$ cat src/rtl/sw_btn_dev_in.sv
// Switch/button input peripheral: synchronises and debounces 8 switches and 4 buttons,
// latches press events, counts presses and returns a status word on a CPU read strobe.
module sw_btn_dev_in #(
  parameter int DEB_CYCLES = 1000,
  parameter int DEB_W      = 20
) (
  input  logic        clk,
  input  logic        rst,
  input  logic        GPIOe0000000_re,
  input  logic [7:0]  SW,
  input  logic [3:0]  BTN,
  output logic [31:0] Peripheral_out,
  output logic        irq
);

  localparam logic [DEB_W-1:0] DEB_LAST = DEB_W'(DEB_CYCLES - 1);

  logic [11:0]      sync1_q, sync2_q;
  logic [11:0]      stable_q, stable_d;
  logic [DEB_W-1:0] cnt_q [12];
  logic [DEB_W-1:0] cnt_d [12];
  logic [3:0]       btn_dly_q;
  logic [3:0]       btn_rise;
  logic [3:0]       flag_q, flag_d;
  logic [15:0]      count_q, count_d;
  logic [2:0]       rise_cnt;
  logic [31:0]      out_q, out_d;
  logic [31:0]      status;
  logic             irq_q, irq_d;

  // Each bit must disagree with its stable value for DEB_CYCLES consecutive cycles to flip.
  always_comb begin
    stable_d = stable_q;
    for (int i = 0; i < 12; i++) begin
      cnt_d[i] = '0;
      if (sync2_q[i] != stable_q[i]) begin
        if (cnt_q[i] == DEB_LAST) begin
          stable_d[i] = sync2_q[i];
        end else begin
          cnt_d[i] = cnt_q[i] + 1'b1;
        end
      end
    end
  end

  always_comb begin
    btn_rise = stable_q[11:8] & ~btn_dly_q;
    rise_cnt = {2'b00, btn_rise[0]} + {2'b00, btn_rise[1]}
             + {2'b00, btn_rise[2]} + {2'b00, btn_rise[3]};
    // A new press in the same cycle as a read keeps its flag set.
    flag_d   = (flag_q & ~{4{GPIOe0000000_re}}) | btn_rise;
    count_d  = count_q + {13'd0, rise_cnt};
    status   = {count_q, flag_q, stable_q[11:8], stable_q[7:0]};
    out_d    = GPIOe0000000_re ? status : out_q;
    irq_d    = |flag_d;
  end

  always_ff @(posedge clk or negedge rst) begin
    if (!rst) begin
      sync1_q   <= '0;
      sync2_q   <= '0;
      stable_q  <= '0;
      for (int i = 0; i < 12; i++) begin
        cnt_q[i] <= '0;
      end
      btn_dly_q <= '0;
      flag_q    <= '0;
      count_q   <= '0;
      out_q     <= '0;
      irq_q     <= 1'b0;
    end else begin
      sync1_q   <= {BTN, SW};
      sync2_q   <= sync1_q;
      stable_q  <= stable_d;
      for (int i = 0; i < 12; i++) begin
        cnt_q[i] <= cnt_d[i];
      end
      btn_dly_q <= stable_q[11:8];
      flag_q    <= flag_d;
      count_q   <= count_d;
      out_q     <= out_d;
      irq_q     <= irq_d;
    end
  end

  assign Peripheral_out = out_q;
  assign irq            = irq_q;

endmodule

$ cat config.mk
export PLATFORM = sky130hd
export DESIGN_NAME = sw_btn_dev_in
export DESIGN_NICKNAME = d
export VERILOG_FILES = /design/src/rtl/sw_btn_dev_in.sv
export SDC_FILE = /design/constraint.sdc
export NUM_CORES = 1
export LEC_CHECK = 0
export CAP_MARGIN = 30
export CORE_MARGIN = 5
export CORE_UTILIZATION = 62
export DETAILED_ROUTE_END_ITERATION = 8
export PLACE_DENSITY = 0.78
export SYNTH_ARGS = -nofsm -noshare
export SYNTH_HDL_FRONTEND = slang
export SYNTH_SLANG_ARGS = --single-unit
$ cat constraint.sdc
create_clock -name clk -period 2.6 [get_ports clk]
set_input_delay 0.52 -clock clk [delete_from_list [all_inputs] [get_ports clk]]
set_output_delay 0.52 -clock clk [all_outputs]
set_load 0.05 [all_outputs]
Yosys cells after proc, flatten, opt, wreduce, memory -nomap -nowiden --
Cells that the tools add are included.
Cells by class: add/subtract/negate cells 16, equal/unequal tests 24, reduce and logical (&&, ||, !) cells 13, multiplexer cells 24, bitwise gates (word level) 5
Operators by type and width (count):
- 20-bit 2-to-1 mux | 24
- 20-bit by 1-bit adder with 20-bit output (second input constant) | 12
- 20-bit by 10-bit equality test with 1-bit output (second input constant) | 12
- 2-bit AND reduction | 12
- 16-bit by 3-bit adder with 16-bit output | 1
- 1-bit != test | 12
- 4-bit bitwise AND | 2
- 4-bit NOT | 2
- 4-bit OR | 1
- 4-bit OR reduction | 1
- 2-bit by 1-bit adder with 3-bit output | 1
- 3-bit by 1-bit adder with 3-bit output | 1
- 1-bit by 1-bit adder with 2-bit output | 1
Word-level totals: register bits 333, input port bits 15, logic and storage cells 113, output and inout port bits 33

Longest topological paths before layout --
Gate-level depths: netlist (run 1).
depth after elaboration 6, gate-level depth with buffers 9, gate-level depth less buffers 9

Worst setup path after synthesis (run 1) --
No wires, ideal clock.
path type register -> register, from register btn_dly_q[0], to register count_q[10], setup time 0.080 ns, arrival time 2.280 ns, setup slack 0.240 ns, cell stages (with the launch flop) 10, period minus slack after synthesis 2.360 ns, required time 2.520 ns, cell sequence dfrtp_1 -> nand2b_1 -> fa_1 -> inv_1 -> fa_1 -> fa_1 -> nand2_1 -> nor3_1 -> nand3_1 -> xnor2_1
Between the ends: longest elaborated chain between the ends 6
RTL lines:
- start: declaration | RTL line 22 | logic [3:0] btn_dly_q;
- start signal: assignment | RTL line 78 | btn_dly_q <= stable_q[11:8];
- 4-bit NOT | RTL line 47 | btn_rise = stable_q[11:8] & ~btn_dly_q;
- 4-bit bitwise AND | RTL line 47
- 1-bit by 1-bit adder with 2-bit output | RTL line 48 | rise_cnt = {2'b00, btn_rise[0]} + {2'b00, btn_rise[1]}
- 2-bit by 1-bit adder with 3-bit output | RTL line 49 | + {2'b00, btn_rise[2]} + {2'b00, btn_rise[3]};
- 3-bit by 1-bit adder with 3-bit output | RTL line 49
- 16-bit by 3-bit adder with 16-bit output | RTL line 52 | count_d = count_q + {13'd0, rise_cnt};
- via count_d[10] | RTL line 25 | logic [15:0] count_q, count_d;
- end signal: assignment | RTL line 80 | count_q <= count_d;
- end: declaration | RTL line 25
The timed path passes the listed nets, and every way through them passes these cells. A chain may end at the register's enable or synchronous reset.

Worst setup path after layout (run 1) --
from register btn_dly_q[0], to register count_q[15]
Same word-level chain as after synthesis.

==> results of run 1 <==
final cells by class:
class                           instances  area, sq um
Multi-Input combinational cell       1062         6630
Timing Repair Buffer                   81          778
Tap cell                              324          405
Inverter                               45          169
Fill cell                            1740         6720
Clock buffer                           48         1050
Sequential cell                       333         8330
Clock inverter                         12          164
worst max path at each step:
| stage | start | end | cells after the start |
|---|---|---|---|
| final | btn_dly_q[0] | count_q[15] | 8 |
| after global routing | btn_dly_q[0] | count_q[15] | 8 |
| after CTS | btn_dly_q[0] | count_q[10] | 9 |
| after detailed placement | btn_dly_q[0] | count_q[15] | 8 |
| after global placement | btn_dly_q[0] | count_q[11] | 8 |
| after floorplan | btn_dly_q[0] | count_q[10] | 9 |
repair_timing:
item                                    4_1_cts  5_1_grt
endpoints found under the hold margin        58        0
pin swaps                                     0        0
endpoints found under the setup margin        1        4
gates resized for setup                       1        2
hold buffers                                  1        0
gates cloned                                  0        0
cell families after synthesis:
kind of cell / Yosys count / synth area share [%]
AND/OR/NAND/NOR: 684 / 22.8
multiplexers: 51 / 3.72
buffers and inverters: 79 / 2.00
adder cells (fa/ha/maj): 16 / 1.46
flip-flops: 333 / 54.7
XOR/XNOR: 182 / 10.5
AO/OA/AOI/OAI: 129 / 4.82
sequential cells by signal, indices dropped and copies added, names as in the netlist:
| name | cells |
|---|---|
| sync1_q | 12 |
| cnt_q | 240 |
| irq | 1 |
| btn_dly_q | 4 |
| Peripheral_out | 32 |
| flag_q | 4 |
| count_q | 16 |
| sync2_q | 12 |
| stable_q | 12 |
placed cells by master (no fill, tap or decap), types with 3 or more instances in the layout:
cell type / instances
clkbuf_1: 3
xor2_1: 54
clkbuf_8: 8
nor2_2: 6
nand4_1: 52
dfrtp_1: 333
a21o_1: 6
mux2i_1: 7
clkbuf_16: 37
or2_2: 3
and3_1: 7
nor2_1: 219
clkdlybuf4s50_1: 45
xnor2_1: 128
and4_1: 14
o21ai_0: 54
a21oi_1: 51
mux2_2: 44
nor4_1: 55
bufinv_16: 4
o21ai_1: 3
ha_1: 13
buf_12: 4
nand3_1: 89
nand2b_1: 3
and2_1: 4
buf_4: 29
inv_1: 45
nor3_1: 53
o31ai_2: 8
nor4b_1: 10
clkinv_2: 7
or4_1: 27
or3_1: 51
nand2_1: 80
stage by stage:
stage	setup slack (ns)	power (mW)
after floorplan	0.240	5.54
after CTS	0.0295	10.9
after global placement	0.0965	5.74
after detailed placement	-0.00134	5.75
after global routing	0.0215	11.2
final	0.154	10.8
power groups by stage:
stage	sequential [mW]	combinational (mW)	clock (mW)
after global routing	5.31	0.402	5.50
after floorplan	5.38	0.154	0
after global placement	5.39	0.343	0
after detailed placement	5.40	0.352	0
after CTS	5.31	0.356	5.29
final	5.31	0.343	5.16
worst max-delay path: cells and delay by family (launching register included):
kind	cells	cell delay, ns
AND/OR/NAND/NOR	3	0.78
adder cells (fa/ha/maj)	2	0.69
flip-flops	1	0.35
XOR/XNOR	1	0.24
AO/OA/AOI/OAI	1	0.19
buffers and inverters	1	0.08
routing by layer:
layer / wire (um) / up-vias / track usage (%) / part of all wire (%)
met3: 963 / 50 / 3.08 / 3.3
li1: - / 5354 / - / -
met4: 596 / 0 / 6.51 / 2.0
met1: 13500 / 5468 / 29.9 / 46
met2: 14300 / 170 / 34.9 / 49
met5: 0 / - / 0 / 0
==> flow_summary_export.csv, run 1 <==
group,metric,value,unit
sta,tns,0,ns
sta,max-slew-margin-rel,50.7,%
setup_path,reg2reg_to,"count_q[15]",
placed_design,dpl.hpwl,19600,um
sta,finalCriticalPeriod,2.45,ns
global_route,grt_antenna_before_repair,0,
drt,vias,11042,
sta,hold_viol,0,
setup_path,required,3.00,ns
sta,skew,0.0187,ns
final_layout,design_area,17500,sq um
floorplan,rows,57,
cts,h-tree-depth,2,
drt,totalWireLength,29300,um
setup_path,rrSetupSlack,0.15,ns
global_route,grt_max_degree,66,
final_layout,syn_to_final_growth,15.1,%
global_route,grt_usage,21.3,%
pwr,power.share.sequential,49.1,%
floorplan,start_util,62.8,%
cts,numCtsBuffers,36,
sta,slew_violations,0,
yosys,synth.top_cells.by_area,"dfrtp_1, xnor2_1, nor2_1",
setup_path,path_class,"reg -> reg",
setup_path,worstSetupStartpointType,"register",
yosys,synth_common_cells,"dfrtp_1, nor2_1, xnor2_1",
min_path,holdPathStages,0,
cts,clock_latency,0.51,ns
yosys,ys_seq_elements,333,
yosys,yosysTopAreaCellShare,54.7,%
cts,postCtsSetupBuffers,0,
drt,via_per_inst,5.80,
min_path,worstHoldStart,"sync1_q[5]",
run_status,status,"finished, final reports clean",
run,max_cap_violations,0,
final_layout,final_core_util,72.3,%
yosys,synth.largest_area_cell,"dfrtp_1",
pwr,vdd_drop_max,0.000751,V
setup_path,r2r_start,"btn_dly_q[0]",
floorplan,dieArea,27800,sq um
pwr,switching_share,20.7,%
setup_path,slowest_delay,0.47,ns
yosys,yosys_warnings,0,
cts,cts_tree,"yes",
sta,fin_crit_sh,94.1,%
setup_path,crit_chain,"nand2b_1 > fa_1 > inv_1 > fa_1 > a21o_1 > nor4b_2 > nand3_1 > xnor2_1",
drt,wl_per_cell,15.4,um
setup_path,cp_data_arrival_time,2.85,ns
floorplan,chipWidth,167,um
yosys,synth-edff-count,0,
yosys,avgSynthCellArea,10.3,sq um
yosys,yosysMostFrequentCell,"dfrtp_1",
pwr,p_comb_share,3.2,%
setup_path,critPathMostFrequentCell,"fa_1",
cts,clk_pin_slew,0.06,ns
sta,timing.hold.ws,0.347,ns
final_layout,final_nets,1590,
pwr,clock_power_share,47.7,%
yosys,syn_area,15200,sq um
drt,drtIter0Drc,810,
sta,rsz0062_at_grt,"no",
global_route,overflow,0,
pwr,switching_power,2.24,mW
cts,clock_sinks,333,
sta,worst_pin_slew,0.732,ns
placed_design,portBuffers,47,
floorplan,ios,48,
pwr,leakage,7.22,nW
final_layout,finalNonFillerCells,1905,
final_layout,n_antenna_cell,0,
yosys,seq_area_frac_synth,54.7,%
global_route,first_global_vias,10953,
cts,clockBufferDepth,3,
placed_design,dp.cells,1844,
drt,ant_nets,0,
sta,setup_violations,0,
yosys,dominantRegCellSynth,"dfrtp_1",
yosys,synthArstFlopShare,100,%
setup_path,critPathCaptureType,"register",
yosys,synthCells,1474,
placed_design,placed_area,16300,sq um
yosys,syn_nets,1505,
final_layout,drive_gt1_share,10.1,%
cts,cts-root-buf,"clkbuf_16",
floorplan,die_h,167,um
setup_path,worstPathMaxFanout,4,
setup_path,r2r_cells,8,
setup_path,critical-path-slowest-cell,"fa_1",
sta,fmax,409,MHz
min_path,hp-class,"reg -> reg",
pwr,power.density,617,nW/um^2
floorplan,coreArea,24200,sq um
drt,firstDrtPassIters,5,
min_path,hold_end,"sync2_q[5]",
placed_design,gp_congestion,0.861,
global_route,grt_pass1_wl,51400,um
yosys,yosysUniqueCellTypes,45,
pwr,p_int,8.57,mW
drt,drc,0,
Power figures use the tool's default switching activity.
==> run 2: changes to the inputs <==
- ABC_AREA: default -> 1
==> flow_summary_export.csv, run 2 <==
group,metric,value,unit
drt,ant_nets,0,
cts,h-tree-depth,2,
sta,skew,0.0259,ns
setup_path,worstSetupStartpointType,"register",
final_layout,syn_to_final_growth,14.2,%
setup_path,path_buf_inv,3,
setup_path,worstPathMaxFanout,3,
drt,totalWireLength,36500,um
yosys,avgSynthCellArea,7.95,sq um
run,max_cap_violations,0,
pwr,p_int,8.70,mW
floorplan,coreArea,27900,sq um
drt,drc,0,
yosys,dominantRegCellSynth,"dfrtp_1",
pwr,power.density,557,nW/um^2
yosys,synthArstFlopShare,100,%
global_route,grt_max_degree,68,
yosys,yosysMostFrequentCell,"nor2_1",
yosys,ys_seq_elements,333,
final_layout,layout_common_cells,"nor2_1, nand2_1, dfrtp_1, inv_1, nand3_1",
drt,wl_per_cell,13.5,um
sta,fmax,391,MHz
final_layout,n_antenna_cell,0,
yosys,synth_common_cells,"nor2_1, nand2_1, dfrtp_1",
placed_design,gp_congestion,0.937,
floorplan,rows,61,
cts,clock_latency,0.52,ns
drt,drtIter0Drc,889,
floorplan,dieArea,31700,sq um
pwr,switching_share,22.0,%
placed_design,dpl.hpwl,26000,um
global_route,overflow,0,
pwr,power,11.1,mW
setup_path,critical-path-slowest-cell,"fa_1",
final_layout,final_common_cell,"nor2_1",
final_layout,top_register,"cnt_q",
global_route,grt_antenna_before_repair,0,
yosys,yosys_warnings,0,
cts,numCtsBuffers,37,
drt,via_per_inst,5.16,
yosys,syn_area,17500,sq um
pwr,p_comb_share,3.7,%
cts,clockBufferDepth,3,
cts,cts-root-buf,"clkbuf_16",
drt,vias,13972,
final_layout,largest_reg_flops,240,
yosys,yosysTopAreaCellShare,47.6,%
floorplan,ios,48,
sta,fin_crit_sh,98.3,%
yosys,syn_nets,2233,
floorplan,chipWidth,178,um
sta,finalCriticalPeriod,2.56,ns
min_path,hp-class,"reg -> reg",
pwr,power.share.sequential,47.8,%
placed_design,dp.cells,2623,
sta,hold_viol,0,
yosys,synth.largest_area_cell,"dfrtp_1",
pwr,clock_power_share,48.6,%
run_status,status,"finished, final reports clean",
pwr,switching_power,2.45,mW
drt,firstDrtPassIters,5,
setup_path,path_class,"reg -> reg",
cts,clock_sinks,333,
final_layout,finalNonFillerCells,2708,
global_route,first_global_vias,13955,
setup_path,critPathCaptureType,"register",
final_layout,drive_gt1_share,13.1,%
global_route,grt_usage,24.0,%
cts,cts_tree,"yes",
setup_path,required,3.05,ns
yosys,synthCells,2202,
yosys,yosysUniqueCellTypes,30,
sta,setup_violations,0,
setup_path,critPathTopFamily,"adder cells",
global_route,grt_pass1_wl,63800,um
setup_path,cp_data_arrival_time,3.01,ns
placed_design,portBuffers,47,
setup_path,crit_chain,"inv_1 > or2_4 > fa_1 > inv_2 > fa_2 > fa_2 > nand3_2 > inv_2 > nand2_4 > nor2_4 > nand2_2 > xnor2_1",
pwr,leakage,9.00,nW
final_layout,final_nets,2336,
sta,slew_violations,0,
floorplan,start_util,62.9,%
sta,worst_pin_slew,0.539,ns
yosys,synth-edff-count,0,
yosys,synth.top_cells.by_area,"dfrtp_1, nor2_1, nand2_1",
floorplan,die_h,178,um
setup_path,slowest_delay,0.52,ns
sta,max-slew-margin-rel,64.0,%
yosys,seq_area_frac_synth,47.6,%
pwr,vdd_drop_max,0.000503,V
cts,clk_pin_slew,0.07,ns
[run 2: changes by cell type in the layout (fill, tap and decap cells not counted), sizes merged, moves of 34 or more]
cell and change:
nor3 -45, xnor2 -88, nor2 +388, or3 -51, nand2 +444, inv +224
o21ai -34, xor2 +52, nor4 -55, a21oi -40, nand3 +57
[run 2: power groups by stage]
stage,logic [mW],clock network [mW],registers [mW]
4_1_cts,0.424,5.52,5.32
5_1_grt,0.471,5.75,5.33
6_report,0.411,5.41,5.33
2_1_floorplan,0.164,0,5.45
3_5_place_dp,0.420,0,5.42
3_3_place_gp,0.408,0,5.41
[run 2: timing repair]
item | CTS | global route
setup endpoints to repair | 3 | 6
buffers inserted | 20 | 2
resized for setup | 7 | 5
hold endpoints to repair | 52 | 0
cloned | 0 | 0
pin swaps | 5 | 4
hold buffers | 1 | 0
[run 2: routing by layer]
layer	up-vias	wire length, um	share of wire [%]	global-route usage (%)
met4	0	808	2.2	6.70
li1	6994	-	-	-
met2	271	18000	49	41.4
met1	6646	16100	44	31.7
met3	61	1550	4.2	3.67
met5	-	0	0	0
[run 2: path summary, 6_finish.rpt]
kind	start	to	slack [ns]	cells past startpoint
worst max-delay path	stable_q[9]	count_q[14]	0.04	12
worst min register to register	sync1_q[10]	sync2_q[10]	0.34	0
worst max register to register	stable_q[9]	count_q[14]	0.04	12
worst min-delay path	sync1_q[10]	sync2_q[10]	0.34	0
max in group asynchronous	rst	cnt_q[157]	1.28	3
min in group asynchronous	rst	cnt_q[184]	0.54	2
[run 2: cells by family after synthesis]
| group | synth area share (%) |
|---|---|
| flops | 47.6 |
| mux | 1.35 |
| compound gates | 1.39 |
| simple gates | 34.9 |
| xor+xnor | 7.30 |
| buf+inv | 6.18 |
| fa+ha+maj | 1.27 |
[run 2: per-stage QoR]
stage          hold WS, ns  TNS (ns)  worst slack, ns  util, %  instance area, sq um
6_report             0.343         0           0.0439     71.8                 20000
4_1_cts              0.347         0          0.00767     71.8                 20000
3_5_place_dp         0.336    -0.268          -0.0993     66.6                 18500
2_1_floorplan        0.224         0         0.000591        -                 17500
3_3_place_gp         0.333    -0.120          -0.0436     66.6                 18500
5_1_grt              0.355    -0.127          -0.0304     71.8                 20000
[run 2: worst register-to-register path, stage by stage (launching register included)]
cell and delay, ns:
dfrtp_1 0.37, inv_1 0.09, or2_4 0.25, fa_1 0.52, inv_2 0.04, fa_2 0.38, fa_2 0.37, nand3_2 0.11
inv_2 0.05, nand2_4 0.08, nor2_4 0.04, nand2_2 0.07, xnor2_1 0.11
[run 2: final cells by class]
| class | count | area, sq um |
|---|---|---|
| sequential | 333 | 8330 |
| multi-input combinational | 1584 | 8130 |
| fill | 2159 | 7850 |
| clock buffer | 47 | 1030 |
| inverter | 268 | 1010 |
| timing repair buffer | 81 | 795 |
| tap | 378 | 473 |
| clock inverter | 17 | 236 |
==> run 3: changes to the inputs <==
- CORE_ASPECT_RATIO: default -> 0.7
- CORE_UTILIZATION: 62 -> 55
- HOLD_SLACK_MARGIN: default -> 0.12
- PLACE_DENSITY: 0.78 -> 0.7
==> flow_summary_export.csv, run 3 (synthesis results as in run 2) <==
group,metric,value,unit
run_status,status,"finished, final reports clean",
sta,rsz0062_at_grt,"yes",
drt,via_per_inst,5.04,
final_layout,top_register,"cnt_q",
floorplan,rows,54,
min_path,hp-class,"reg -> reg",
sta,max-slew-margin-rel,61.5,%
drt,wl_per_cell,13.6,um
final_layout,drive_gt1_share,12.5,%
pwr,switching_power,2.49,mW
setup_path,cp_num_cells,11,
min_path,holdPathStages,0,
drt,ant_nets,0,
setup_path,r2r_start,"stable_q[11]",
setup_path,r2r_cells,11,
setup_path,critical-path-slowest-cell,"fa_1",
sta,tns,0,ns
setup_path,critPathTopFamily,"adder cells",
sta,hold_viol,0,
placed_design,post-place-ws,-0.0344,ns
global_route,grt_antenna_before_repair,0,
final_layout,final_nets,2322,
drt,drtIter0Drc,1022,
drt,totalWireLength,37300,um
cts,numCtsBuffers,35,
setup_path,required,3.00,ns
placed_design,gp_congestion,0.901,
cts,cts-root-buf,"clkbuf_16",
global_route,overflow,0,
sta,skew,0.0118,ns
final_layout,n_antenna_cell,0,
floorplan,start_util,56.0,%
cts,clockBufferDepth,3,
cts,cts_tree,"yes",
sta,timing.hold.ws,0.348,ns
setup_path,critPathCaptureType,"register",
sta,fin_crit_sh,96.6,%
setup_path,reg2reg_to,"count_q[12]",
global_route,grt_usage,21.2,%
setup_path,worstPathMaxFanout,3,
setup_path,slowest_delay,0.50,ns
final_layout,syn_to_final_growth,13.9,%
floorplan,dieArea,35600,sq um
min_path,worstHoldStart,"sync1_q[9]",
setup_path,crit_chain,"inv_1 > or2_2 > fa_1 > inv_2 > fa_2 > fa_2 > nand3_2 > inv_2 > nand2_4 > nor3_2 > xor2_1",
global_route,first_global_vias,13303,
drt,vias,13797,
global_route,grt_pass1_wl,64400,um
setup_path,cp_data_arrival_time,2.91,ns
placed_design,dp.cells,2672,
sta,fmax,398,MHz
pwr,clock_power_share,49.3,%
drt,firstDrtPassIters,7,
final_layout,layout_common_cells,"nor2_1, nand2_1, dfrtp_1, inv_1, nand3_1",
sta,finalCriticalPeriod,2.51,ns
pwr,power.share.sequential,47.1,%
cts,clk_pin_slew,0.06,ns
pwr,power,11.3,mW
placed_design,dpl.hpwl,27100,um
cts,h-tree-depth,2,
setup_path,path_buf_inv,3,
setup_path,rrSetupSlack,0.09,ns
pwr,switching_share,22.0,%
sta,setup_slack,0.0881,ns
sta,slew_violations,0,
sta,setup_violations,0,
floorplan,chipWidth,223,um
pwr,p_comb_share,3.6,%
cts,clock_latency,0.53,ns
setup_path,cp-endpoint,"count_q[12]",
pwr,p_int,8.82,mW
pwr,leakage,8.94,nW
placed_design,portBuffers,47,
global_route,grt_max_degree,78,
final_layout,design_area,20000,sq um
placed_design,placed_area,18600,sq um
pwr,vdd_drop_max,0.000497,V
floorplan,die_h,159,um
cts,clock_sinks,333,
setup_path,path_class,"reg -> reg",
floorplan,coreArea,31300,sq um
floorplan,ios,48,
final_layout,finalNonFillerCells,2736,
setup_path,crit_start,"stable_q[11]",
pwr,power.density,567,nW/um^2
run,max_cap_violations,0,
sta,worst_pin_slew,0.578,ns
final_layout,largest_reg_flops,240,
drt,drc,0,
final_layout,final_common_cell,"nor2_1",
final_layout,final_core_util,63.8,%
setup_path,worstSetupStartpointType,"register",
-- run 3: cell count changes in the layout (fill, tap and decap cells not counted), sizes merged --
cell	change
clkinvlp	-1
clkinv	-3
buf	-12
bufinv	+2
-- run 3: worst min-delay path by stage --
stage               slack [ns]                 to
finish                    0.35         sync2_q[9]
global route              0.35         sync2_q[9]
CTS                       0.35         sync2_q[9]
detailed placement        0.33         sync2_q[9]
global placement          0.33         sync2_q[9]
floorplan                 0.22  Peripheral_out[0]
-- run 3: cell type report --
| type | instances | area, sq um |
|---|---|---|
| Timing Repair Buffer | 69 | 688 |
| Clock buffer | 47 | 1010 |
| Inverter | 268 | 1010 |
| Fill cell | 2713 | 11300 |
| Tap cell | 420 | 526 |
| Clock inverter | 15 | 265 |
| Sequential cell | 333 | 8330 |
| Multi-Input combinational cell | 1584 | 8130 |
-- run 3: per-layer routing --
layer  vias to the layer above  track usage, %  wire length, um
met1                      6512            32.7            18800
met5                         -               0                0
met4                         0            5.37              800
li1                       6967               -                -
met3                        47            3.32             1710
met2                       271            31.6            16000
-- run 3: power by group through the flow --
stage	sequential (mW)	combinational, mW	clock, mW
detailed placement	5.42	0.421	0
floorplan	5.45	0.164	0
global route	5.33	0.468	5.91
CTS	5.32	0.424	5.69
global placement	5.42	0.412	0
finish	5.32	0.410	5.57
-- run 3: timing repair --
action	4_1_cts	5_1_grt
buffers inserted	0	1
endpoints found under the hold margin	42	0
endpoints found under the setup margin	5	5
gates resized for setup	1	8
hold buffers	1	0
pin swaps	0	5
-- run 3: worst register-to-register path, cell delays in order (launching register included) --
cell and delay (ns):
dfrtp_1 0.34, inv_1 0.05, or2_2 0.29, fa_1 0.50
inv_2 0.04, fa_2 0.41, fa_2 0.38, nand3_2 0.10
inv_2 0.05, nand2_4 0.07, nor3_2 0.04, xor2_1 0.14
